<file path="config.mk">
export PLATFORM = sky130hd
export DESIGN_NAME = hazard_bypass_controller
export DESIGN_NICKNAME = d
export VERILOG_FILES = /design/src/rtl/hazard_bypass_controller.sv
export SDC_FILE = /design/constraint.sdc
export NUM_CORES = 1
export LEC_CHECK = 0
export ABC_AREA = 1
export ABC_CLOCK_PERIOD_IN_PS = 1000
export BUFFER_PORTS_ARGS = -buffer_cell sky130_fd_sc_hd__buf_2
export CORE_UTILIZATION = 45
export CTS_CLUSTER_DIAMETER = 30
export DETAILED_ROUTE_END_ITERATION = 7
export PLACE_DENSITY = 0.71
export SETUP_SLACK_MARGIN = 0.05
export SLEW_MARGIN = 25
export SYNTH_ARGS = -nofsm -noshare
export SYNTH_HDL_FRONTEND = slang
export SYNTH_SLANG_ARGS = --single-unit
</file>
<file path="constraint.sdc">
create_clock -name clk -period 1 [get_ports clk]
set_input_delay 0.05 -clock clk [delete_from_list [all_inputs] [get_ports clk]]
set_output_delay 0.05 -clock clk [all_outputs]
set_load 0.02 [all_outputs]
</file>
<file path="src/rtl/hazard_bypass_controller.sv">
// Hazard/bypass controller: shadows the EX/MEM/WB destination state and drives bypass selects, load-use stalls and branch-miss flushes.
// Latency: all outputs are combinational from current inputs and shadow state; shadow state advances one stage per unfrozen clock.
// Backpressure: memBusy=1 freezes shadow state and the flush counter; outputs stay valid, misses are not accepted while frozen.
//
// Parameters: FLUSH_CYCLES (1..7) cycles isBranchPredictMiss stays high per miss; REG_ADDR_W register index width.
// Inputs : clk, rst (sync, active-high), decode fields (idValid, idRs1/2, idUsesRs1/2, idRd, idRegWrite, idIsLoad),
//          exBranchResolved/exBranchMiss from execute, memBusy from data memory.
// Outputs: isDataHazard (load-use stall), isBranchPredictMiss (flush), op1BypassCtrl/op2BypassCtrl
//          (0 regfile, 1 EX, 2 MEM, 3 WB).
// Optional: define HAZARD_PERF_CNT_EN to add stallCount/missCount performance counters.
module hazard_bypass_controller #(
  parameter int FLUSH_CYCLES = 1,
  parameter int REG_ADDR_W   = 5
) (
  input  logic                  clk,
  input  logic                  rst,
  input  logic                  idValid,
  input  logic [REG_ADDR_W-1:0] idRs1,
  input  logic [REG_ADDR_W-1:0] idRs2,
  input  logic                  idUsesRs1,
  input  logic                  idUsesRs2,
  input  logic [REG_ADDR_W-1:0] idRd,
  input  logic                  idRegWrite,
  input  logic                  idIsLoad,
  input  logic                  exBranchResolved,
  input  logic                  exBranchMiss,
  input  logic                  memBusy,
  output logic                  isDataHazard,
  output logic                  isBranchPredictMiss,
  output logic [1:0]            op1BypassCtrl,
  output logic [1:0]            op2BypassCtrl
`ifdef HAZARD_PERF_CNT_EN
  ,
  output logic [31:0]           stallCount,
  output logic [31:0]           missCount
`endif
);

  localparam logic [1:0] BYP_NONE = 2'd0;
  localparam logic [1:0] BYP_EX   = 2'd1;
  localparam logic [1:0] BYP_MEM  = 2'd2;
  localparam logic [1:0] BYP_WB   = 2'd3;

  typedef enum logic {RUN, FLUSH} state_t;

  state_t state, stateNext;
  logic [2:0] cnt, cntNext;
  logic       flushReq;
  logic       missAccept;

  // Shadow copy of the destination state of the instructions downstream of decode.
  logic                  exValid, exRegWrite, exIsLoad;
  logic [REG_ADDR_W-1:0] exRd;
  logic                  memValid, memRegWrite;
  logic [REG_ADDR_W-1:0] memRd;
  logic                  wbValid, wbRegWrite;
  logic [REG_ADDR_W-1:0] wbRd;

  // Operand qualifiers: x0 is never forwarded, even if a stage recorded rd=0 with regWrite.
  logic use1, use2;
  logic ex1Hit, ex2Hit, mem1Hit, mem2Hit, wb1Hit, wb2Hit;

  assign use1 = !rst && idValid && idUsesRs1 && (idRs1 != '0);
  assign use2 = !rst && idValid && idUsesRs2 && (idRs2 != '0);

  assign ex1Hit  = use1 && exValid  && exRegWrite  && (exRd  == idRs1);
  assign ex2Hit  = use2 && exValid  && exRegWrite  && (exRd  == idRs2);
  assign mem1Hit = use1 && memValid && memRegWrite && (memRd == idRs1);
  assign mem2Hit = use2 && memValid && memRegWrite && (memRd == idRs2);
  assign wb1Hit  = use1 && wbValid  && wbRegWrite  && (wbRd  == idRs1);
  assign wb2Hit  = use2 && wbValid  && wbRegWrite  && (wbRd  == idRs2);

  // Youngest producer wins.
  always_comb begin
    op1BypassCtrl = BYP_NONE;
    if (ex1Hit)       op1BypassCtrl = BYP_EX;
    else if (mem1Hit) op1BypassCtrl = BYP_MEM;
    else if (wb1Hit)  op1BypassCtrl = BYP_WB;
  end

  always_comb begin
    op2BypassCtrl = BYP_NONE;
    if (ex2Hit)       op2BypassCtrl = BYP_EX;
    else if (mem2Hit) op2BypassCtrl = BYP_MEM;
    else if (wb2Hit)  op2BypassCtrl = BYP_WB;
  end

  // Flush FSM: a miss is flagged in the same cycle it is seen; cnt counts the remaining extra cycles.
  always_comb begin
    stateNext  = state;
    cntNext    = cnt;
    flushReq   = 1'b0;
    missAccept = 1'b0;
    case (state)
      RUN: begin
        if (exBranchResolved && exBranchMiss && !memBusy) begin
          flushReq   = 1'b1;
          missAccept = 1'b1;
          if (FLUSH_CYCLES > 1) begin
            stateNext = FLUSH;
            cntNext   = 3'(FLUSH_CYCLES - 1);
          end
        end
      end
      FLUSH: begin
        flushReq = 1'b1;
        if (!memBusy) begin
          cntNext = cnt - 3'd1;
          if (cnt == 3'd1) stateNext = RUN;
        end
      end
      default: stateNext = RUN;
    endcase
  end

  assign isBranchPredictMiss = flushReq && !rst;

  // A miss squashes the stall: the dependent instruction is flushed anyway.
  assign isDataHazard = exIsLoad && (ex1Hit || ex2Hit) && !isBranchPredictMiss;

  always_ff @(posedge clk) begin
    if (rst) begin
      state <= RUN;
      cnt   <= 3'd0;
    end else begin
      state <= stateNext;
      cnt   <= cntNext;
    end
  end

  always_ff @(posedge clk) begin
    if (rst) begin
      exValid     <= 1'b0;
      exRegWrite  <= 1'b0;
      exIsLoad    <= 1'b0;
      exRd        <= '0;
      memValid    <= 1'b0;
      memRegWrite <= 1'b0;
      memRd       <= '0;
      wbValid     <= 1'b0;
      wbRegWrite  <= 1'b0;
      wbRd        <= '0;
    end else if (!memBusy) begin
      wbValid     <= memValid;
      wbRegWrite  <= memRegWrite;
      wbRd        <= memRd;
      memValid    <= exValid;
      memRegWrite <= exRegWrite;
      memRd       <= exRd;
      // A stalled or flushed decode slot enters EX as a bubble.
      exValid     <= idValid && !isDataHazard && !isBranchPredictMiss;
      exRegWrite  <= idRegWrite;
      exIsLoad    <= idIsLoad;
      exRd        <= idRd;
    end
  end

`ifdef HAZARD_PERF_CNT_EN
  always_ff @(posedge clk) begin
    if (rst) begin
      stallCount <= 32'd0;
      missCount  <= 32'd0;
    end else begin
      if (isDataHazard || memBusy) stallCount <= stallCount + 32'd1;
      if (missAccept)              missCount  <= missCount + 32'd1;
    end
  end
`endif

endmodule

</file>
==> results of run 1 <==
-- worst min-delay path by stage --
stage / slack, ns / end / from
2_1_floorplan: 0.11 / exValid$_SDFFE_PP0N_ / rst
3_3_place_gp: 0.29 / exRegWrite$_SDFFE_PP0N_ / idRegWrite
3_5_place_dp: 0.30 / exRegWrite$_SDFFE_PP0N_ / idRegWrite
4_1_cts: 0.0006 / exRd[2]$_SDFFE_PP0N_ / idRd[2]
5_1_grt: 0.02 / exRd[4]$_SDFFE_PP0N_ / idRd[4]
6_report: 0.008 / exRd[4]$_SDFFE_PP0N_ / idRd[4]
-- power breakdown --
group	switching [mW]	leakage (nW)	internal [mW]	total [mW]
sequential	0.0522	0.220	1.10	1.15
clock	0.321	0.0210	0.223	0.544
combinational	0.319	0.855	0.313	0.632
-- layout by cell type (no fill, tap or decap), types with 3 or more instances in the layout --
cell / instances
a21oi_2: 4
buf_6: 13
inv_1: 17
clkbuf_4: 3
dlygate4sd3_1: 6
nand4_1: 5
nand2_1: 33
nand3_1: 11
nor3_2: 4
buf_2: 24
a21oi_1: 19
inv_2: 8
buf_4: 34
nor2_1: 29
nand2_2: 9
xor2_1: 12
dfxtp_2: 14
o21ai_0: 22
dfxtp_1: 11
xnor2_1: 7
-- worst max-delay path: cells and delay by family, from the launching register on --
family | cells | cell delay [ns]
DFF | 1 | 0.36
AOI/OAI and AO/OA | 1 | 0.24
and+or+nand+nor | 4 | 0.40
buffers and inverters | 3 | 0.29
-- cell type report --
cell class / instances / share of cell area
Multi-Input combinational cell: 174 / 0.439
Timing Repair Buffer: 77 / 0.249
Sequential cell: 26 / 0.232
Inverter: 25 / 0.0402
Tap cell: 46 / 0.0246
Clock buffer: 4 / 0.0155
-- layer usage --
layer	global-route usage	vias up
li1	-	902
met1	0.319	766
met2	0.422	40
met3	0.0362	7
met4	0.110	0
met5	0	-
-- state kept, by name (all words and copies together) (netlist names) --
register,cells
memValid,1
state,1
exIsLoad,1
exValid,1
exRegWrite,1
wbRd,5
wbRegWrite,1
exRd,5
memRd,5
wbValid,1
memRegWrite,1
cnt,3
-- through the flow --
step	power [mW]	instance area [µm²]
after floorplan	1.45	1600
after detailed placement	1.72	2050
after global placement	1.71	2050
final	2.33	2340
after global routing	2.47	2340
after CTS	2.31	2250
-- kinds of logic (layout without fill, tap and decap cells) --
kind of cell / after synthesis / in the layout / synth area share
adders and majority gates: 2 / 2 / 0.0160
buffers and inverters: 33 / 106 / 0.0809
AOI/OAI and AO/OA: 49 / 49 / 0.163
and+or+nand+nor: 102 / 102 / 0.290
xor gates and xnor gates: 21 / 21 / 0.118
DFF: 26 / 26 / 0.333
-- timing repair --
action / 4_1_cts / 5_1_grt
pin swaps: 17 / 16
gates resized for setup: 30 / 21
hold buffers: 6 / 0
setup endpoints to repair: 10 / 11
buffers inserted: 3 / 2
endpoints found under the hold margin: 8 / 0
==> results.cfg, run 1 <==
[floorplanning]
die_h_um = 60.9
die_x_um = 60.9
io_pins = 31
die_area_um2 = 3710
rows = 21
start_util = 0.468
core_area_um2 = 3340

[synthesis]
ys_ff_latch = 26
synth-seq-area-share = 0.333
synthTopCellsByArea = dfxtp_1, nand2_1, nor2_1
synthArstFlopShare = 0
ys.flop_type = dfxtp_1
yosysMostFrequentCell = nand2_1
syn-cell-area_um2 = 1560
synth_top_area_share = 0.333
ys_types = 28
ys.warnings.count = 0
synth_edf_count = 0
synthCells = 233
syn_area_per_cell_um2 = 6.71
synth_fp_nets = 260
synth_common_cells = nand2_1, nor2_1, dfxtp_1
yosysTopAreaCell = dfxtp_1

[placement]
gp_congestion = 0.957
dp_cells = 338
dp_hpwl_um = 3220
io_buffers = 30
dp_slack_ns = -0.319

[worst_setup_path]
cp.required_ns = 0.95
endpoint = op2BypassCtrl[1]
crit_start = exRd[3]$_SDFFE_PP0N_
path_max_fanout = 4
crit_top_cell = buf_6
r2r_cells = 12
end_kind = output pin
cp.arrival_ns = 1.63
rrSetupSlack_ns = -0.27
max_stage_delay_ns = 0.36
worstReg2RegStart = exRd[3]$_SDFFE_PP0N_
start_kind = register
path_cells = inv_2, buf_6, nand2_4, nand2_2, nor2_2, nand4_1, a21boi_2, buf_6
reg2reg_to = exValid$_SDFFE_PP0N_
crit_type = register to output pin
cp_slowest_cell = dfxtp_2

[final_layout]
post-route-util = 0.700
final_nets = 334
antenna_cells = 0
drive_gt1_frac = 0.418
seqCellArea_um2 = 542
final_cells = 352
area_growth_syn_to_layout_pct = 49.5
nFillCells = 285
multi_input_area_um2 = 1020

[worst_hold_path]
holdCritPathClass = input pin to register
holdPathStages = 3

[timing]
layout_min_cycle_time_ns = 1.68
relSlewSlack = 0.802
setup_violations = 7
finalClockSkew_ns = 0.00237
tightest_slew_ns = 0.294
slew_viol_final = 0
rsz0062_at_grt = true
fin_crit_sh = 1.68
fmax_ghz = 0.597
worst_slack_ns = -0.675
holdWs_ns = 0.00767
finalHoldViolCount = 0
tns_ns = -3.52

[clock_network]
cts_buffers = 3
htreeDepth = 1
clkTransAtPathRegs_ns = 0.14
clock_sinks = 26
clock_latency_ns = 0.33
cts_tree = yes
root_buffer = clkbuf_4
clockBufferDepth = 2

[route]
top_layer = met4
wire_per_inst_um = 12.5
first_pass_iters = 4
drt-total-wl_um = 4410
first_iter_violations = 45
drc = 0
wl_met1_um = 2040
met3WireLength_um = 144
avgViaCountPerCell = 4.87
dr_wl_met2_um = 2140
vias = 1715
drtAntennaViolNets = 0

[grt]
grt_overflow = 0
grt_max_degree = 25
antenna_found_initial = 0
grt_util_all_layers = 0.251
grt_pass1_vias = 1573
grt_pass1_wl_um = 6770

[power]
p_leak_nw = 1.10
vdd_ir_drop_max_uv = 662
p_per_area_nw_per_um2 = 997

[outcome]
status = finished with violations
violations = setup timing

[job]
cap_viol_max_count = 0
Power figures use the tool's default switching activity.
==> inputs of run 2 (changes only) <==
Settings changed: CORE_ASPECT_RATIO from default to 0.6.
==> run 2 against run 1 <==
  * The flow still finishes with violations (setup timing)
  * Die area increased by 0.21%
  * Total power increased by 6.6%
  * First-iteration DRC count is 110% higher
==> results.cfg, run 2 (same netlist as run 1, synthesis figures left out) <==
[worst_setup_path]
start_kind = register
end_kind = output pin
cp.required_ns = 0.95
crit_start = exRd[1]$_SDFFE_PP0N_
reg2reg_to = exValid$_SDFFE_PP0N_
rrSetupSlack_ns = -0.28
worstReg2RegStart = exRd[4]$_SDFFE_PP0N_
cp.arrival_ns = 1.57
cp_slowest_cell = dfxtp_4
path_max_fanout = 4
max_stage_delay_ns = 0.38
r2r_cells = 7
path_cells = inv_2, nand2_4, nand2_2, nor4_4, nand3_2, a21boi_2, buf_6
crit_type = register to output pin

[final_layout]
post-route-util = 0.709
stdcell_area_um2 = 2330
final_cell_mix = buf_4, nand2_1, nor2_1
antenna_cells = 0
final_common_cell = buf_4
final_nets = 329
final_cells = 346
drive_gt1_frac = 0.455
largestRegisters = exRd x5, memRd x5, wbRd x5
area_growth_syn_to_layout_pct = 49.0

[grt]
grt_max_degree = 25
grt_pass1_vias = 1543
antenna_found_initial = 0
grt_overflow = 0
grt_util_all_layers = 0.272
grt_pass1_wl_um = 7500

[timing]
tightest_slew_ns = 0.366
rsz0062_at_grt = true
slew_viol_final = 0
layout_min_cycle_time_ns = 1.62
holdWs_ns = 0.0190
fin_crit_sh = 1.62
worst_slack_ns = -0.619
relSlewSlack = 0.755
fmax_ghz = 0.618
setup_violations = 7
tns_ns = -3.22
finalHoldViolCount = 0
finalClockSkew_ns = 0.00109

[clock_network]
root_buffer = clkbuf_8
clockBufferDepth = 2
clock_sinks = 26
clkTransAtPathRegs_ns = 0.09
cts_tree = yes
htreeDepth = 1
cts_buffers = 3
clock_latency_ns = 0.27

[power]
p_per_area_nw_per_um2 = 1070
vdd_ir_drop_max_uv = 794
p_leak_nw = 1.09

[route]
first_iter_violations = 96
avgViaCountPerCell = 5.21
drc = 0
drt-total-wl_um = 4880
wire_per_inst_um = 14.1
vias = 1803
drtAntennaViolNets = 0
first_pass_iters = 4

[worst_hold_path]
hold_path_startpoint = idRegWrite
holdPathStages = 3
holdCritPathClass = input pin to register
min_to = exRegWrite$_SDFFE_PP0N_

[outcome]
status = finished with violations
violations = setup timing

[floorplanning]
core_area_um2 = 3280
rows = 16
die_x_um = 78.1
die_area_um2 = 3720
io_pins = 31
start_util = 0.476
die_h_um = 47.6

[placement]
io_buffers = 30
dp_cells = 337
dp_hpwl_um = 3560
gp_congestion = 0.924
placed_cell_area_um2 = 2060

[job]
cap_viol_max_count = 0
[run 2: changes by cell type in the layout (fill, tap and decap cells not counted), sizes merged]
| cell | previous run | this run |
|---|---|---|
| buf | 71 | 72 |
| dlygate4sd3 | 6 | 0 |
[run 2: worst max path at each step]
stage	to	depth (start not counted)
floorplan	isDataHazard	6
global placement	op1BypassCtrl[1]	7
detailed placement	op1BypassCtrl[1]	7
CTS	op2BypassCtrl[1]	8
global route	isDataHazard	8
finish	isDataHazard	7
[run 2: what timing repair did]
item                                    in CTS  in global routing
pin swaps                                   13                 13
hold buffers                                 0                  0
gates cloned                                 0                  0
gates resized for setup                     32                 25
buffers inserted                             4                  1
endpoints found under the setup margin       7                 10
[run 2: report_power, final]
| group | internal, mW | total, mW | switching [mW] |
|---|---|---|---|
| logic | 0.304 | 0.635 | 0.331 |
| clock network | 0.353 | 0.689 | 0.336 |
| registers | 1.10 | 1.16 | 0.0580 |
[run 2: critical path, delay by kind of cell, from the launching register on]
family	cells	cell delay, ns
AOI/OAI and AO/OA	1	0.17
and+or+nand+nor	4	0.56
buffers and inverters	2	0.19
DFF	1	0.38
[run 2: metrics by stage]
step,setup WS [ns],power [mW]
detailed placement,-0.391,1.72
finish,-0.619,2.48
global placement,-0.341,1.71
CTS,-0.602,2.45
global route,-0.744,2.60
floorplan,-0.174,1.45
[run 2: area by class of cell]
| type | instances | area [µm²] |
|---|---|---|
| multi-input cells | 174 | 1040 |
| inverters | 25 | 93.8 |
| well taps | 45 | 56.3 |
| clock buffers | 4 | 55.1 |
| repair buffers | 72 | 538 |
| fillers | 267 | 955 |
| flip-flops and latches | 26 | 543 |
[run 2: metal layers]
metal | global-route usage | vias to the layer above | wire [µm]
met3 | 0.0514 | 7 | 343
met2 | 0.437 | 60 | 2200
li1 | - | 888 | -
met1 | 0.381 | 848 | 2290
met5 | 0 | - | 0
met4 | 0.0815 | 0 | 40
